$ cat src/rtl/alu_sequencer.sv
// alu_sequencer
//   Multi-cycle initiator for the 16-bit combinational ALU. Takes one
//   operation request over a valid/ready handshake, drives the ALU for
//   one or more cycles and returns a registered result over a second
//   valid/ready handshake. Shift-by-N and 16x16 multiply are built out
//   of the ALU's single-step ops, so the ALU itself stays unchanged.
//
//   Optional feature macro: ALU_SEQUENCER_MUL_EN
//     defined     : req_kind=11 runs a shift-and-add multiply (32 RUN cycles)
//     not defined : req_kind=11 finishes at once with data=0, ovf=1, zero=1
//
//   Ports
//     clk, reset_n                 clock, synchronous active-low reset
//     req_valid/req_ready          request handshake (ready only in IDLE)
//     req_kind                     00 SINGLE, 01 SHLN, 10 SHRN, 11 MUL
//     req_func                     ALU func code for SINGLE
//     req_a, req_b                 operands (req_b[3:0] = shift count)
//     rsp_valid/rsp_ready          response handshake
//     rsp_data, rsp_ovf, rsp_zero  registered result and flags
//     alu_a, alu_b, alu_func       ALU operand/function drive
//     alu_branch_type              constant BRANCH_EQ
//     alu_c, alu_ovf, alu_bcond    ALU result, overflow, zero detect
`timescale 1ns/1ps
module alu_sequencer #(
  parameter int WIDTH = 16
) (
  input  logic             clk,
  input  logic             reset_n,
  input  logic             req_valid,
  output logic             req_ready,
  input  logic [1:0]       req_kind,
  input  logic [2:0]       req_func,
  input  logic [WIDTH-1:0] req_a,
  input  logic [WIDTH-1:0] req_b,
  output logic             rsp_valid,
  input  logic             rsp_ready,
  output logic [WIDTH-1:0] rsp_data,
  output logic             rsp_ovf,
  output logic             rsp_zero,
  output logic [WIDTH-1:0] alu_a,
  output logic [WIDTH-1:0] alu_b,
  output logic [2:0]       alu_func,
  output logic [1:0]       alu_branch_type,
  input  logic [WIDTH-1:0] alu_c,
  input  logic             alu_ovf,
  input  logic             alu_bcond
);

  localparam logic [1:0] KIND_SINGLE = 2'b00;
  localparam logic [1:0] KIND_SHLN   = 2'b01;
  localparam logic [1:0] KIND_SHRN   = 2'b10;
  localparam logic [1:0] KIND_MUL    = 2'b11;

  localparam logic [2:0] FUNC_ADD = 3'b000;
  localparam logic [2:0] FUNC_SHL = 3'b110;
  localparam logic [2:0] FUNC_SHR = 3'b111;

  localparam logic [1:0] BRANCH_EQ = 2'b00;

  typedef enum logic [1:0] {S_IDLE, S_RUN, S_DONE} state_t;

  state_t           state_reg, state_next;
  logic [1:0]       kind_reg, kind_next;
  logic [2:0]       func_reg, func_next;
  logic [WIDTH-1:0] acc_reg, acc_next;    // operand A / shift value / product
  logic [WIDTH-1:0] opb_reg, opb_next;    // operand B for SINGLE
  logic [4:0]       cnt_reg, cnt_next;
  logic             ovf_reg, ovf_next;    // sticky partial-sum overflow
  logic [WIDTH-1:0] rsp_data_reg, rsp_data_next;
  logic             rsp_ovf_reg, rsp_ovf_next;
  logic             rsp_zero_reg, rsp_zero_next;
`ifdef ALU_SEQUENCER_MUL_EN
  localparam logic PH_ADD = 1'b0;
  localparam logic PH_SHL = 1'b1;
  logic [WIDTH-1:0] mcand_reg, mcand_next;
  logic [WIDTH-1:0] mplier_reg, mplier_next;
  logic             phase_reg, phase_next;
`endif

  assign alu_branch_type = BRANCH_EQ;
  assign rsp_data        = rsp_data_reg;
  assign rsp_ovf         = rsp_ovf_reg;
  assign rsp_zero        = rsp_zero_reg;

  always_ff @(posedge clk) begin
    if (!reset_n) begin
      state_reg    <= S_IDLE;
      kind_reg     <= KIND_SINGLE;
      func_reg     <= FUNC_ADD;
      acc_reg      <= '0;
      opb_reg      <= '0;
      cnt_reg      <= '0;
      ovf_reg      <= 1'b0;
      rsp_data_reg <= '0;
      rsp_ovf_reg  <= 1'b0;
      rsp_zero_reg <= 1'b0;
`ifdef ALU_SEQUENCER_MUL_EN
      mcand_reg    <= '0;
      mplier_reg   <= '0;
      phase_reg    <= PH_ADD;
`endif
    end else begin
      state_reg    <= state_next;
      kind_reg     <= kind_next;
      func_reg     <= func_next;
      acc_reg      <= acc_next;
      opb_reg      <= opb_next;
      cnt_reg      <= cnt_next;
      ovf_reg      <= ovf_next;
      rsp_data_reg <= rsp_data_next;
      rsp_ovf_reg  <= rsp_ovf_next;
      rsp_zero_reg <= rsp_zero_next;
`ifdef ALU_SEQUENCER_MUL_EN
      mcand_reg    <= mcand_next;
      mplier_reg   <= mplier_next;
      phase_reg    <= phase_next;
`endif
    end
  end

  always_comb begin
    state_next    = state_reg;
    kind_next     = kind_reg;
    func_next     = func_reg;
    acc_next      = acc_reg;
    opb_next      = opb_reg;
    cnt_next      = cnt_reg;
    ovf_next      = ovf_reg;
    rsp_data_next = rsp_data_reg;
    rsp_ovf_next  = rsp_ovf_reg;
    rsp_zero_next = rsp_zero_reg;
`ifdef ALU_SEQUENCER_MUL_EN
    mcand_next    = mcand_reg;
    mplier_next   = mplier_reg;
    phase_next    = phase_reg;
`endif
    req_ready = 1'b0;
    rsp_valid = 1'b0;
    alu_a     = '0;
    alu_b     = '0;
    alu_func  = FUNC_ADD;

    case (state_reg)
      S_IDLE: begin
        req_ready = 1'b1;
        if (req_valid) begin
          kind_next  = req_kind;
          func_next  = req_func;
          acc_next   = req_a;
          opb_next   = req_b;
          ovf_next   = 1'b0;
          cnt_next   = {1'b0, req_b[3:0]};
          state_next = S_RUN;
          case (req_kind)
            KIND_SHLN, KIND_SHRN: begin
              // Zero-length shift: the result is the input, no ALU pass needed.
              if (req_b[3:0] == 4'd0) begin
                state_next    = S_DONE;
                rsp_data_next = req_a;
                rsp_ovf_next  = 1'b0;
                rsp_zero_next = (req_a == '0);
              end
            end
            KIND_MUL: begin
`ifdef ALU_SEQUENCER_MUL_EN
              acc_next    = '0;
              mcand_next  = req_a;
              mplier_next = req_b;
              cnt_next    = 5'd16;
              phase_next  = PH_ADD;
`else
              state_next    = S_DONE;
              rsp_data_next = '0;
              rsp_ovf_next  = 1'b1;
              rsp_zero_next = 1'b1;
`endif
            end
            default: ;
          endcase
        end
      end

      S_RUN: begin
        case (kind_reg)
          KIND_SINGLE: begin
            alu_a         = acc_reg;
            alu_b         = opb_reg;
            alu_func      = func_reg;
            rsp_data_next = alu_c;
            rsp_ovf_next  = alu_ovf;
            rsp_zero_next = alu_bcond;
            state_next    = S_DONE;
          end
          KIND_SHLN, KIND_SHRN: begin
            alu_a    = acc_reg;
            alu_func = (kind_reg == KIND_SHLN) ? FUNC_SHL : FUNC_SHR;
            acc_next = alu_c;
            cnt_next = cnt_reg - 5'd1;
            if (cnt_reg == 5'd1) begin
              rsp_data_next = alu_c;
              rsp_ovf_next  = 1'b0;
              rsp_zero_next = alu_bcond;
              state_next    = S_DONE;
            end
          end
          default: begin
`ifdef ALU_SEQUENCER_MUL_EN
            // Shift-and-add: ADD folds in the current multiplicand when the
            // multiplier LSB is set, SHL doubles the multiplicand.
            if (phase_reg == PH_ADD) begin
              alu_a      = acc_reg;
              alu_b      = mplier_reg[0] ? mcand_reg : '0;
              alu_func   = FUNC_ADD;
              acc_next   = alu_c;
              ovf_next   = ovf_reg | alu_ovf;
              phase_next = PH_SHL;
            end else begin
              alu_a       = mcand_reg;
              alu_func    = FUNC_SHL;
              mcand_next  = alu_c;
              mplier_next = mplier_reg >> 1;
              cnt_next    = cnt_reg - 5'd1;
              phase_next  = PH_ADD;
              if (cnt_reg == 5'd1) begin
                rsp_data_next = acc_reg;
                rsp_ovf_next  = ovf_reg;
                rsp_zero_next = (acc_reg == '0);
                state_next    = S_DONE;
              end
            end
`else
            // MUL never enters RUN in this build.
            state_next = S_IDLE;
`endif
          end
        endcase
      end

      S_DONE: begin
        rsp_valid = 1'b1;
        if (rsp_ready) state_next = S_IDLE;
      end

      default: state_next = S_IDLE;
    endcase
  end

endmodule

$ cat config.mk
export PLATFORM = sky130hd
export DESIGN_NAME = alu_sequencer
export DESIGN_NICKNAME = d
export VERILOG_FILES = /design/src/rtl/alu_sequencer.sv
export SDC_FILE = /design/constraint.sdc
export NUM_CORES = 1
export LEC_CHECK = 0
export ABC_AREA = 1
export BUFFER_PORTS_ARGS = -buffer_cell sky130_fd_sc_hd__buf_2
export CORE_ASPECT_RATIO = 1.25
export CORE_MARGIN = 2
export CORE_UTILIZATION = 50
export DETAILED_ROUTE_END_ITERATION = 16
export PLACE_DENSITY_LB_ADDON = 0.3
export RECOVER_POWER = 50
export SYNTH_ARGS = -nofsm -noshare
export SYNTH_HDL_FRONTEND = slang
export SYNTH_SLANG_ARGS = --single-unit
$ cat constraint.sdc
create_clock -name clk -period 1.8 [get_ports clk]
set_clock_uncertainty 0.05 [all_clocks]
set_input_delay 0.36 -clock clk [delete_from_list [all_inputs] [get_ports clk]]
set_output_delay 0.36 -clock clk [all_outputs]
set_load 0.05 [all_outputs]
==> results.sh <==
export IMPL_start_util=0.5134
export IMPL_cts_tree="built"
export IMPL_p_per_area_nw_per_um2=1597
export IMPL_antenna_found_initial=0
export IMPL_crit_arrival_ns=1.58
export IMPL_crit_path_max_incr_delay_ns=0.33
export IMPL_wirelength_um=9621
export IMPL_clock_sinks=62
export IMPL_netlist_area_um2=3349
export IMPL_ant_nets=0
export IMPL_drv_slew=0
export IMPL_fp_row_count=33
export IMPL_portBuffers=113
export IMPL_die_h_um=95.51
export IMPL_seq_power_share=0.270
export IMPL_grt_pass1_wl_um=15410
export IMPL_clkLatencyLatePin_ns=0.32
export IMPL_cp_cell_sequence="ha_2 > or2_4 > buf_12 > nor2_4 > buf_8"
export IMPL_tightest_slew_ns=0.6051
export IMPL_cts_hold_buf=0
export IMPL_rsz0062_at_grt="yes"
export IMPL_cp_data_required_time_ns=1.39
export IMPL_cp_start_kind="flip-flop"
export IMPL_synth_area_leader_cell="dfxtp_1"
export IMPL_drc_errors=0
export IMPL_layout_commonest_cell="nor2_1"
export IMPL_cts_max_level=3
export IMPL_end_kind="primary output"
export IMPL_firstDrtPassIters=5
export IMPL_slew_headroom=0.5983
export IMPL_io_pins=116
export IMPL_drt_iter0_drc=138
export IMPL_grt_max_degree=58
export IMPL_setup_viol=36
export IMPL_p_int_mw=4.006
export IMPL_path_clk_slew_ns=0.07
export IMPL_violations="setup timing"
export IMPL_wl_per_cell_um=13.18
export IMPL_globalplace_congestion=0.8852
export IMPL_fin_area_um2=4842
export IMPL_maxCapViolations=0
export IMPL_synth_top_area_frac=0.3706
export IMPL_syn_to_final_growth_pct=44.56
export IMPL_hp_class="in2reg"
export IMPL_dp_hpwl_um=6415
export IMPL_cts_made_buffers=9
export IMPL_timing_fmax_mhz=502.8
export IMPL_finalCritPeriodShare=1.105
export IMPL_crit_family="simple AND/OR/NAND/NOR gates"
export IMPL_clockBufferDepth=2
export IMPL_vias=3640
export IMPL_layout_min_cycle_time_ns=1.989
export IMPL_fin_total_pwr_mw=7.734
export IMPL_grt_overflow_total=0
export IMPL_finalHoldViolCount=0
export IMPL_ir_worst_vdd_uv=935.5
export IMPL_synth_seq_cells=62
export IMPL_crit_type="reg2out"
export IMPL_status="complete, but fails checks"
export IMPL_crit_buf_inv=2
export IMPL_cp_slowest_cell="dfxtp_2"
export IMPL_fin_nets=703
export IMPL_coreArea_um2=6524
export IMPL_root_buffer="clkbuf_8"
export IMPL_antenna_cells=0
export IMPL_routed_via_density=4.986
export IMPL_yosys_warnings=0
export IMPL_p_comb_frac=0.573
export IMPL_p_clk_frac=0.158
export IMPL_ys_types=32
export IMPL_track_usage=0.2592
export IMPL_seq_area_frac_synth=0.3706
export IMPL_layout_common_cells="104 x nor2_1, 86 x nand2_1, 65 x inv_1, 61 x buf_2, 58 x dfxtp_1"
export IMPL_cp_max_fo=9
export IMPL_setup_tns_ns=-3.842
export IMPL_p_sw_frac=0.4820
export IMPL_p_switching_mw=3.728
export IMPL_dieArea_um2=7374
export IMPL_postPlaceCellArea_um2=4209
export IMPL_synth_avg_cell_area_um2=6.479
export IMPL_layout_drive_gt1_share=0.3142
export IMPL_setup_ws_ns=-0.1889
export IMPL_grt_pass1_vias=3361
export IMPL_synth_area_top_cells="dfxtp_1 37%, nor2_1 15%, nand2_1 9.6%, inv_1 7.7%, o21ai_0 6.4%"
export IMPL_leakage_nw=2.201
export IMPL_die_x_um=77.21
export IMPL_synthCells=517
cells in the mapped netlist, drive strengths merged:
| library cell | number |
|---|---|
| a211oi | 1 |
| a21oi | 17 |
| a31oi | 28 |
| buf | 24 |
| clkbuf | 7 |
| conb | 1 |
| dfxtp | 62 |
| ha | 6 |
| inv | 71 |
| nand2 | 92 |
| nand3 | 5 |
| nor2 | 145 |
| nor3 | 1 |
| nor3b | 1 |
| o21ai | 47 |
| o21bai | 4 |
| o22ai | 2 |
| or2 | 2 |
| xor2 | 1 |
worst register-to-register path: cells and delay by family (launching register included):
| family | cells | cell delay [ns] |
|---|---|---|
| flip-flops | 1 | 0.34 |
| adder cells (fa/ha/maj) | 1 | 0.30 |
| AO/OA/AOI/OAI | 3 | 0.47 |
| buffers and inverters | 5 | 0.56 |
area by class of cell:
cell class	count	area [um^2]
Timing Repair Buffer	140	1117
Multi-Input combinational cell	354	1898
Tap cell	87	108.9
Clock inverter	4	45.04
Sequential cell	62	1249
Inverter	71	269.0
Clock buffer	12	155.1
Fill cell	544	1682
final timing paths:
kind                                                from                        to  slack [ns]  cells past startpoint
worst min-delay path                         req_func[2]  func_reg[2]$_SDFFE_PN0P_        0.24                      3
worst min register to register  acc_reg[15]$_SDFFE_PN0P_  acc_reg[15]$_SDFFE_PN0P_        0.43                      2
worst max-delay path            kind_reg[1]$_SDFFE_PN0P_                  alu_a[2]       -0.19                      5
worst max register to register  kind_reg[1]$_SDFFE_PN0P_  acc_reg[14]$_SDFFE_PN0P_       -0.01                      9
cell families after synthesis:
group | after synthesis | synth area share
AOI/OAI and AO/OA | 99 | 0.1677
xor gates and xnor gates | 1 | 0.002615
and+or+nand+nor | 246 | 0.2940
adders and majority gates | 6 | 0.02241
buffers and inverters | 102 | 0.1416
DFF | 62 | 0.3706
other | 1 | 0.001120
timing repair:
item / CTS / global route
resized for setup: 96 / 20
pin swaps: 4 / 4
setup endpoints to repair: 44 / 66
buffers inserted: 3 / 2
cloned: 1 / 2
power by group through the flow:
stage | Clock (mW) | Sequential [mW] | Combinational (mW)
finish | 1.22 | 2.09 | 4.43
global route | 1.31 | 2.14 | 4.81
CTS | 1.25 | 2.08 | 4.25
detailed placement | 0 | 2.09 | 3.91
global placement | 0 | 2.08 | 3.83
floorplan | 0 | 2.65 | 2.51
stage by stage:
| stage | cells | util | hold slack, ns | worst slack [ns] |
|---|---|---|---|---|
| 2_1_floorplan | 518 | - | 0.3800 | -0.1568 |
| 3_3_place_gp | 706 | 0.6452 | 0.4051 | 0.07329 |
| 3_5_place_dp | 706 | 0.6452 | 0.4147 | -0.02622 |
| 4_1_cts | 726 | 0.7292 | 0.2240 | -0.1873 |
| 5_1_grt | 730 | 0.7422 | 0.2393 | -0.2266 |
| 6_report | 730 | 0.7422 | 0.2365 | -0.1889 |
routing by layer:
layer / GRT usage / wire length [um]
met1: 0.3095 / 4005
met2: 0.4558 / 4879
met3: 0.04545 / 518
met4: 0.1176 / 219
met5: 0 / 0
No activity file was read; power rests on OpenSTA's default activity.
